File: src/rtl/apb_pkg.sv
// Shared types and field widths for the APB requester and the apb_slave benches.
package apb_pkg;

  typedef enum logic [1:0] {
    IDLE   = 2'd0,
    SETUP  = 2'd1,
    ACCESS = 2'd2
  } apb_state_t;

  localparam int unsigned APB_STRB_W = 4;
  localparam int unsigned APB_ADDR_W = 8;
  localparam int unsigned APB_DATA_W = 8;
  localparam int unsigned APB_WAIT_W = 8;

endpackage

File: src/rtl/apb_wait_timer.sv
// Wait-state counter for the APB requester: counts stalled ACCESS cycles and
// flags the cycle on which the LIMIT-th consecutive stall is seen.
module apb_wait_timer
  import apb_pkg::*;
#(
  parameter int unsigned LIMIT = 16
) (
  input  logic clk,
  input  logic rst_n,
  input  logic clear_i,
  input  logic stall_i,
  output logic expired_o
);

  localparam logic [APB_WAIT_W-1:0] LAST = APB_WAIT_W'(LIMIT - 1);

  logic [APB_WAIT_W-1:0] count_q, count_d;

  always_comb begin
    count_d = count_q;
    if (clear_i) begin
      count_d = '0;
    end else if (stall_i) begin
      count_d = count_q + 1'b1;
    end
  end

  always_ff @(posedge clk or negedge rst_n) begin
    if (!rst_n) begin
      count_q <= '0;
    end else begin
      count_q <= count_d;
    end
  end

  // count_q holds the stalls already seen, so this stall is the LIMIT-th one.
  assign expired_o = stall_i && (count_q == LAST);

endmodule

File: src/rtl/apb_master.sv
// APB requester: one command in, one SETUP/ACCESS transfer out, one response pulse back.
// Define APB_MASTER_TIMEOUT_EN to abort transfers stalled for TIMEOUT_CYCLES ACCESS cycles.
module apb_master
  import apb_pkg::*;
#(
  parameter int unsigned ADDR_WIDTH     = 8,
  parameter int unsigned WIDTH          = 8,
  parameter int unsigned TIMEOUT_CYCLES = 16
) (
  input  logic                  clk,
  input  logic                  rst_n,
  // Command side: accepted on a cycle where cmd_valid && cmd_ready.
  input  logic                  cmd_valid,
  output logic                  cmd_ready,
  input  logic                  cmd_write,
  input  logic [ADDR_WIDTH-1:0] cmd_addr,
  input  logic [WIDTH-1:0]      cmd_wdata,
  input  logic [APB_STRB_W-1:0] cmd_strb,
  output logic                  rsp_valid,
  output logic [WIDTH-1:0]      rsp_rdata,
  output logic                  rsp_err,
  output logic [ADDR_WIDTH-1:0] paddr,
  output logic                  pwrite,
  output logic                  psel,
  output logic                  penable,
  output logic [WIDTH-1:0]      pwdata,
  output logic [APB_STRB_W-1:0] pstrb,
  input  logic [WIDTH-1:0]      prdata,
  input  logic                  pready,
  input  logic                  pslverr,
  output apb_state_t            dbg_state
);

  apb_state_t            state_q, state_d;
  logic [ADDR_WIDTH-1:0] paddr_q, paddr_d;
  logic                  pwrite_q, pwrite_d;
  logic [WIDTH-1:0]      pwdata_q, pwdata_d;
  logic [APB_STRB_W-1:0] pstrb_q, pstrb_d;
  logic                  psel_q, psel_d;
  logic                  penable_q, penable_d;
  logic                  rsp_valid_q, rsp_valid_d;
  logic [WIDTH-1:0]      rsp_rdata_q, rsp_rdata_d;
  logic                  rsp_err_q, rsp_err_d;
  logic                  timeout_hit;

`ifdef APB_MASTER_TIMEOUT_EN
  apb_wait_timer #(
    .LIMIT(TIMEOUT_CYCLES)
  ) u_wait_timer (
    .clk      (clk),
    .rst_n    (rst_n),
    .clear_i  (state_q == SETUP),
    .stall_i  ((state_q == ACCESS) && !pready),
    .expired_o(timeout_hit)
  );
`else
  logic unused_timeout_cfg;
  assign unused_timeout_cfg = (TIMEOUT_CYCLES == 0);
  assign timeout_hit        = 1'b0;
`endif

  always_comb begin
    state_d     = state_q;
    paddr_d     = paddr_q;
    pwrite_d    = pwrite_q;
    pwdata_d    = pwdata_q;
    pstrb_d     = pstrb_q;
    psel_d      = psel_q;
    penable_d   = penable_q;
    rsp_valid_d = 1'b0;
    rsp_rdata_d = rsp_rdata_q;
    rsp_err_d   = rsp_err_q;
    case (state_q)
      IDLE: begin
        if (cmd_valid) begin
          paddr_d  = cmd_addr;
          pwrite_d = cmd_write;
          pwdata_d = cmd_wdata;
          pstrb_d  = cmd_write ? cmd_strb : '0;
          psel_d   = 1'b1;
          state_d  = SETUP;
        end
      end
      SETUP: begin
        penable_d = 1'b1;
        state_d   = ACCESS;
      end
      ACCESS: begin
        // A ready slave wins over a timer expiring in the same cycle.
        if (pready) begin
          state_d     = IDLE;
          psel_d      = 1'b0;
          penable_d   = 1'b0;
          rsp_valid_d = 1'b1;
          rsp_rdata_d = pwrite_q ? '0 : prdata;
          rsp_err_d   = pslverr;
        end else if (timeout_hit) begin
          state_d     = IDLE;
          psel_d      = 1'b0;
          penable_d   = 1'b0;
          rsp_valid_d = 1'b1;
          rsp_rdata_d = '0;
          rsp_err_d   = 1'b1;
        end
      end
      default: begin
        state_d   = IDLE;
        psel_d    = 1'b0;
        penable_d = 1'b0;
      end
    endcase
  end

  always_ff @(posedge clk or negedge rst_n) begin
    if (!rst_n) begin
      state_q     <= IDLE;
      paddr_q     <= '0;
      pwrite_q    <= 1'b0;
      pwdata_q    <= '0;
      pstrb_q     <= '0;
      psel_q      <= 1'b0;
      penable_q   <= 1'b0;
      rsp_valid_q <= 1'b0;
      rsp_rdata_q <= '0;
      rsp_err_q   <= 1'b0;
    end else begin
      state_q     <= state_d;
      paddr_q     <= paddr_d;
      pwrite_q    <= pwrite_d;
      pwdata_q    <= pwdata_d;
      pstrb_q     <= pstrb_d;
      psel_q      <= psel_d;
      penable_q   <= penable_d;
      rsp_valid_q <= rsp_valid_d;
      rsp_rdata_q <= rsp_rdata_d;
      rsp_err_q   <= rsp_err_d;
    end
  end

  assign cmd_ready = (state_q == IDLE);
  assign paddr     = paddr_q;
  assign pwrite    = pwrite_q;
  assign pwdata    = pwdata_q;
  assign pstrb     = pstrb_q;
  assign psel      = psel_q;
  assign penable   = penable_q;
  assign rsp_valid = rsp_valid_q;
  assign rsp_rdata = rsp_rdata_q;
  assign rsp_err   = rsp_err_q;
  assign dbg_state = state_q;

endmodule
File: config.mk
export PLATFORM = sky130hd
export DESIGN_NAME = apb_master
export DESIGN_NICKNAME = d
export VERILOG_FILES = /design/src/rtl/apb_pkg.sv /design/src/rtl/apb_wait_timer.sv /design/src/rtl/apb_master.sv
export SDC_FILE = /design/constraint.sdc
export NUM_CORES = 1
export LEC_CHECK = 0
export CAP_MARGIN = 20
export CELL_PAD_IN_SITES_DETAIL_PLACEMENT = 2
export CELL_PAD_IN_SITES_GLOBAL_PLACEMENT = 2
export CORE_ASPECT_RATIO = 0.6
export CORE_MARGIN = 1
export CORE_UTILIZATION = 26
export CTS_BUF_LIST = sky130_fd_sc_hd__clkbuf_8
export DETAILED_ROUTE_END_ITERATION = 8
export GPL_TIMING_DRIVEN = 0
export MAX_ROUTING_LAYER = met4
export PLACE_DENSITY_LB_ADDON = 0.1
export SLEW_MARGIN = 5
export SYNTH_ARGS = -nofsm -noshare
export SYNTH_HDL_FRONTEND = slang
export SYNTH_SLANG_ARGS = --single-unit
File: constraint.sdc
create_clock -name clk -period 3 [get_ports clk]
set_clock_uncertainty 0.1 [all_clocks]
set_input_delay 0.45 -clock clk [delete_from_list [all_inputs] [get_ports clk]]
set_output_delay 0.45 -clock clk [all_outputs]
set_load 0.05 [all_outputs]
# ---- Word-level counts from Yosys, hierarchy flattened
# Cells that the tools add are included.
dict set report totals {
  regBits 35
  inputBits 34
  output_inout_bits 36
  word_cells 33
}
dict set report classes {
  n_eq_ne 4
  muxes 11
  n_bitwise 2
  reduce_logical 6
}
# cell n
set ops {}
lappend ops {{two-way mux 8 bit} 1}
lappend ops {{AND reduction 2 bit} 4}
lappend ops {{case mux 1 bit (3 select lines)} 2}
lappend ops {{case mux 2 bit (3 select lines)} 1}
lappend ops {{two-way mux 1 bit} 4}
lappend ops {{two-way mux 2 bit} 2}
lappend ops {{two-way mux 4 bit} 1}
lappend ops {{!= test 2 bit, second input constant} 2}
lappend ops {{AND reduction 3 bit} 1}
lappend ops {{equality test 2 x 1 -> 1 bit, second input constant} 1}
lappend ops {{equality test 2 bit, second input constant} 1}
lappend ops {{zero test 2 bit} 1}
lappend ops {{NOT 1 bit} 2}

# ---- Depth between registers and ports, before layout
# Gate-level depths: netlist (run 1).
dict set report logic_depth {
  ltp_word 3
  depth_mapped 5
  ltp_nobuf 3
}

# ---- Worst setup path before layout (run 1)
# No wires, ideal clock.
dict set report synth_path {
  path_kind {reg-to-output}
  from {register state_q[1] (netlist: dbg_state[1])}
  to {output cmd_ready}
  arrival_time_ns 1.433
  required_ns 2.450
  slack_ns 1.017
  stages_incl_launch_ff 3
  path_buffers 1
  cell_sequence {dfrtp_1 > buf_6 > nor2_1}
}
dict set report synth_via {
  elab_chain_len 1
}
# item line
set synth_rtl {}
lappend synth_rtl {{start: declaration} apb_master.sv:34} ;# apb_state_t state_q, state_d;
lappend synth_rtl {{start signal: assignment} apb_master.sv:127} ;# state_q <= state_d;
lappend synth_rtl {{zero test 2 bit} apb_master.sv:140} ;# assign cmd_ready = (state_q == IDLE);
lappend synth_rtl {{end: declaration} apb_master.sv:14} ;# output logic cmd_ready,
# Every way passes these cells.

# ---- Worst setup path in the final report (run 1)
# Same ends and word-level chain as after synthesis.

==> run metrics, run 1 <==
Max transition margin=47.7%; CTS Hold Buffers Added=0; cells resized by post-CTS repair=0; clock buffers created by TritonCTS=5; layout cell share with drive strength beyond 1=16.9%; arrival time of the worst setup path=1730 ps; most common cell after layout, fill and taps aside=sky130_fd_sc_hd__clkdlybuf4s50_1; standard cell area after detailed placement=0.00214 sq mm; Max rail drop VDD=0.505 mV; dpl hpwl=2760 um; Syn Inst Count=106; global-route total usage across every layer=15.4%; number of global-route vias before repair=1161; main combinational cell family by area after synthesis=multiplexers; sequential fraction of the synthesis area=64.0%; net switching power=1450 uW; Post-Synthesis Net Count=140; DRT antenna net count=0; cell types with the largest area share after synthesis=sky130_fd_sc_hd__dfrtp_1, sky130_fd_sc_hd__mux2_2, sky130_fd_sc_hd__o21ai_0; average routed wire per standard cell=14.8 um; net switching share of the total power=46.6%; category of the worst setup path capture point=output pin; wire length of the first global-routing pass=5970 um; H-tree levels=2; filler cell count in the final layout=530; crit path time final=2280 ps; number of library cell types mapped by synthesis=15; Site Rows=20; number of nets at the end of the flow=216; worst reg2reg path startpoint=dbg_state[1]; Clock Latency Late Sink=280 ps; syn avg cell area=12.9 sq um; CTS root buf=sky130_fd_sc_hd__clkbuf_8; internal power contribution=1670 uW; Top-Level Pins=70; required time worst endpoint=2450 ps; combinational share of power=56.7%; pwr dens=1370 mW/mm^2; area growth from synthesis to layout=66.1%; initial standard-cell utilization of the core=27.1%; leading cell types in the layout, fill and taps excluded=sky130_fd_sc_hd__clkdlybuf4s50_1, sky130_fd_sc_hd__dfrtp_1, sky130_fd_sc_hd__mux2_2, sky130_fd_sc_hd__o21ai_0, sky130_fd_sc_hd__nand2_1; largest buffer count on any clock path=2; grt ovf=0; clock-pin slew of the registers on the worst-case setup and hold paths=80 ps; vias post-DR=1077; achievable clock frequency=0.439 GHz; static leakage=0.000944 uW; Tcrit/Tclk final=75.9%; worst min-delay path category=input pin to async pin; placer's final routability congestion estimate=0.723; crit start category=flop; clock tree sinks=35; number of antenna violations at the first check in global routing=0; die outline area=0.00557 sq mm; synthesized-area fraction occupied by ao, oa, aoi and oai cells=6.40%; DRT Pass-1 Iters=4; overall die width=95.7 um; run status=finished, final reports clean; summed area of non-filler cells in the final layout=0.00227 sq mm; final number of hold-violating endpoints=0; crit path max fanout=7; Worst Hold Slack=134 ps; buffers inserted during post-CTS setup optimization=0; actual transition at the worst max-transition pin=784 ps; R2R depth=4; Die Y-Extent=58.2 um; clock tree from TritonCTS=yes; Max Slew Vio Count=0; share of the synthesized area in the top cell type=64.0%; final standard cell utilization of the core=45.0%; reg-to-reg setup timing slack=1260 ps; share of cell area taken by muxes after synthesis=14.8%; via count normalized by instance count=4.33; proportion of power drawn by the clock network=16.3%; warnings from Yosys=0; class of the most critical setup path=flop to output pin; sequential cell fraction of total power=27.0%; initial drt markers=38; biggest area consumer among synthesized cells=sky130_fd_sc_hd__dfrtp_1; Port Buffer Count=69; Antenna Cells=0; post-synth design cell area=0.00137 sq mm; maximum number of pins on one net before global-route repair=36; RSZ-0062 raised after global routing=no; basic-gate share of the synthesized area counting and, or, nand and nor cells=10.3%; xor/xnor share of the synthesized area=0%; routed wire length=3690 um; max_cap viols=0; total negative slack for setup checks=0 ps; count of unresolved DRC violations after routing=0; synthesized flop and latch total=35; fraction of the mapped netlist area in adder cells=0%; Core Footprint=0.00505 sq mm; setup violation total in the final timing report=0; capture instance of the worst register-to-register path=paddr[5]
[cell type report]
class	instances	area (sq um)	area share [%]
Sequential cell	35	876	38.5
Inverter	6	22.5	0.991
Clock inverter	3	67.6	2.97
Buffer	4	38.8	1.71
Tap cell	66	82.6	3.63
Clock buffer	5	68.8	3.03
Multi-Input combinational cell	61	432	19.0
Timing Repair Buffer	69	686	30.2
[power groups by stage]
stage          Combinational (uW)  Sequential [uW]  Clock, uW
2_1_floorplan                 363             1630          0
3_3_place_gp                 1760              834          0
3_5_place_dp                 1790              857          0
4_1_cts                      1800              850        526
5_1_grt                      1860              879        553
6_report                     1770              843        510
[cell usage after synthesis]
master,number
sky130_fd_sc_hd__o21ai_0,15
sky130_fd_sc_hd__inv_1,6
sky130_fd_sc_hd__nand3b_1,1
sky130_fd_sc_hd__a21oi_1,1
sky130_fd_sc_hd__mux2_2,17
sky130_fd_sc_hd__nor3b_4,1
sky130_fd_sc_hd__nand3_1,4
sky130_fd_sc_hd__buf_6,3
sky130_fd_sc_hd__o21a_1,1
sky130_fd_sc_hd__nand2_1,10
sky130_fd_sc_hd__nor2_1,2
sky130_fd_sc_hd__mux2_1,1
sky130_fd_sc_hd__dfrtp_1,35
sky130_fd_sc_hd__nand2b_1,8
sky130_fd_sc_hd__buf_2,1
[worst max path at each step]
stage                      start         to  slack [ps]
global route        dbg_state[0]  cmd_ready         620
finish              dbg_state[1]  cmd_ready         720
floorplan           dbg_state[1]  cmd_ready        1020
CTS                 dbg_state[1]  cmd_ready         700
global placement           rst_n   paddr[6]         560
detailed placement     cmd_valid   paddr[5]         800
[cells by family after synthesis]
group,after synthesis
muxes,18
AOI/OAI and AO/OA,17
DFF,35
buffers and inverters,10
and+or+nand+nor,26
[critical path, cell delays in order, from the launching register on]
cell,delay [ps]
sky130_fd_sc_hd__dfrtp_1,390
sky130_fd_sc_hd__buf_6,140
sky130_fd_sc_hd__nor2_1,100
sky130_fd_sc_hd__clkdlybuf4s50_1,810
[per-stage QoR]
step                      cells  total power (uW)  worst slack [ps]
after global routing        249              3300               622
after CTS                   249              3180               696
after floorplan             106              2000              1020
after detailed placement    241              2650               795
final                       249              3120               722
after global placement      241              2590               559
[per-layer routing]
layer  track usage (%)  vias up  share of wire (%)
met5                 -        -                  0
met4              5.12        0               0.84
met3              5.77        5                7.5
met2              22.9       41                 47
met1              19.3      530                 44
li1                  -      501                  -
[registers in the layout, summed over array words and instances (netlist names)]
signal     flops
paddr          8
pwdata         8
rsp_rdata      8
pstrb          4
dbg_state      2
penable        1
psel           1
pwrite         1
rsp_err        1
rsp_valid      1
Power figures use the tool's default switching activity.
==> inputs of run 2 (changes only) <==
CORE_UTILIZATION = 24   (was 26)
clock period = 2.23 ns   (was 3 ns; I/O delays follow)
==> run 2 against run 1 <==
First-iteration DRC count decreased by 24%. Via count increased by 1.2%. Final area decreased by 1.5%. Global-route usage decreased by 1.2 points. Core utilization decreased by 2.6 points. Worst hold slack got worse by 90 ps. Worst setup slack got worse by 630 ps. Non-clock buffer count unchanged. Clock power decreased by 8.8%. Power increased by 27%. Sequential share of layout area increased by 0.60 points.
==> run metrics, run 2 (same netlist as run 1, synthesis figures left out) <==
class of the most critical setup path=flop to output pin; required time worst endpoint=1800 ps (-650 ps); pwr dens=1780 mW/mm^2 (+29%); DRT Pass-1 Iters=3 (-1); area growth from synthesis to layout=63.5%; number of nets at the end of the flow=216 (unchanged); non-filler cells, final=259 (+4.0%); Max Slew Vio Count=0 (unchanged); Die Y-Extent=60.5 um (+3.9%); global-route total usage across every layer=14.2% (-1.2 points); Max transition margin=46.0% (-1.7 points); die outline area=0.00602 sq mm (+8.1%); worst min-delay path category=input pin to async pin; placer's final routability congestion estimate=0.702 (-2.9%); Worst Hold Slack=44.3 ps (-89.8 ps); dpl cells=252 (+4.6%); setup violation total in the final timing report=0 (unchanged); Tcrit/Tclk final=95.9%; Antenna Cells=0 (unchanged); buffers inserted during post-CTS setup optimization=0 (unchanged); layout cell share with drive strength beyond 1=16.5% (-0.46 points); most common cell after layout, fill and taps aside=sky130_fd_sc_hd__clkdlybuf4s50_1; Post-Place Worst Slack=104 ps (-691 ps); crit start category=flop; leading cell types in the layout, fill and taps excluded=sky130_fd_sc_hd__clkdlybuf4s50_1, sky130_fd_sc_hd__dfrtp_1, sky130_fd_sc_hd__mux2_2, sky130_fd_sc_hd__o21ai_0, sky130_fd_sc_hd__nand2_1; stage delay of the slowest cell on the critical path=800 ps (about the same); grt ovf=0 (unchanged); RSZ-0062 raised after global routing=no; max_cap viols=0 (unchanged); DRT antenna net count=0 (unchanged); initial drt markers=29 (-24%); clock-pin slew of the registers on the worst-case setup and hold paths=70 ps (about the same); clock tree from TritonCTS=yes; clock tree sinks=35 (unchanged); overall die width=99.5 um (+4.0%); CTS root buf=sky130_fd_sc_hd__clkbuf_8; average routed wire per standard cell=14.2 um (-4.4%); crit path max fanout=7 (unchanged); category of the worst setup path capture point=output pin; CTS Hold Buffers Added=0 (unchanged); Max rail drop VDD=0.565 mV (+12%); H-tree levels=2 (unchanged); arrival time of the worst setup path=1700 ps (-30 ps); via count normalized by instance count=4.21 (-2.7%); cells resized by post-CTS repair=0 (unchanged); routed wire length=3670 um (-0.54%); Port Buffer Count=69 (unchanged); Clock Latency Late Sink=280 ps (about the same); initial standard-cell utilization of the core=25.9% (-1.2 points); slowest cell on the critical path=sky130_fd_sc_hd__clkdlybuf4s50_1; dpl hpwl=2790 um (+0.88%); number of global-route vias before repair=1201 (+3.4%); Site Rows=20 (unchanged); vias post-DR=1090 (+1.2%); wire length of the first global-routing pass=5980 um (+0.12%); actual transition at the worst max-transition pin=810 ps (+25.3 ps); largest buffer count on any clock path=2 (unchanged); static leakage=0.000927 uW (-1.8%); number of antenna violations at the first check in global routing=0 (unchanged); final number of hold-violating endpoints=0 (unchanged); run status=finished, final reports clean; post-layout worst setup margin=90.5 ps (-632 ps); achievable clock frequency=0.467 GHz; Core Footprint=0.00528 sq mm (+4.5%); clock buffers created by TritonCTS=5 (unchanged); count of unresolved DRC violations after routing=0 (unchanged); Top-Level Pins=70 (unchanged); crit path time final=2140 ps; cell-by-cell trace of the critical path=buf_6, nor2_1, clkdlybuf4s50_1; maximum number of pins on one net before global-route repair=36 (unchanged)
==> run 2: cell types whose count changed in the layout (fill, tap and decap cells not counted) <==
cell	before	now
sky130_fd_sc_hd__bufinv_16	2	0
sky130_fd_sc_hd__clkbuf_8	5	6
sky130_fd_sc_hd__clkinv_2	0	1
sky130_fd_sc_hd__clkinvlp_4	1	0
==> run 2: final timing paths <==
path                              start           end  slack (ps)  cells after the start
max                        dbg_state[1]     cmd_ready          90                      3
min                               rst_n  rsp_rdata[2]          40                      1
max reg2reg                dbg_state[1]     pwdata[4]         460                      4
min reg2reg                     penable       penable         380                      1
max in group asynchronous         rst_n        pwrite        1480                      1
min in group clk                penable       penable         380                      1
==> run 2: layout make-up <==
class | instances | area [sq um]
Buffer | 4 | 38.8
Clock buffer | 6 | 82.6
Clock inverter | 1 | 5.00
Fill cell | 560 | 3040
Inverter | 6 | 22.5
Multi-Input combinational cell | 61 | 432
Sequential cell | 35 | 876
Tap cell | 77 | 96.3
Timing Repair Buffer | 69 | 686
==> run 2: critical path: cells and delay by family (launching register included) <==
kind,cells,cell delay [ps]
buf+inv,2,940
flops,1,390
simple gates,1,90
==> run 2: power by group <==
group	switching [uW]	total, uW	internal, uW
sequential	189	1130	940
combinational	1520	2380	860
clock	223	465	242
==> run 2: stage by stage <==
stage	total power [uW]	cell area (sq um)	utilization, %	setup TNS [ps]
final	3980	2240	42.4	0
after global routing	4200	2240	42.4	0
after CTS	4050	2240	42.4	0
after detailed placement	3570	2150	40.7	0
after global placement	3490	2160	40.8	-4060
after floorplan	2690	1370	-	0
==> run 2: per-layer routing <==
layer  share of wire, %  wire (um)  GRT usage [%]  vias to the layer above
li1                   -          -              -                      503
met1                 47       1730           16.6                      532
met2                 45       1650           22.9                       47
met3                6.3        232           4.38                        8
met4                1.6         57           6.30                        0
met5                  0          0              -                        -
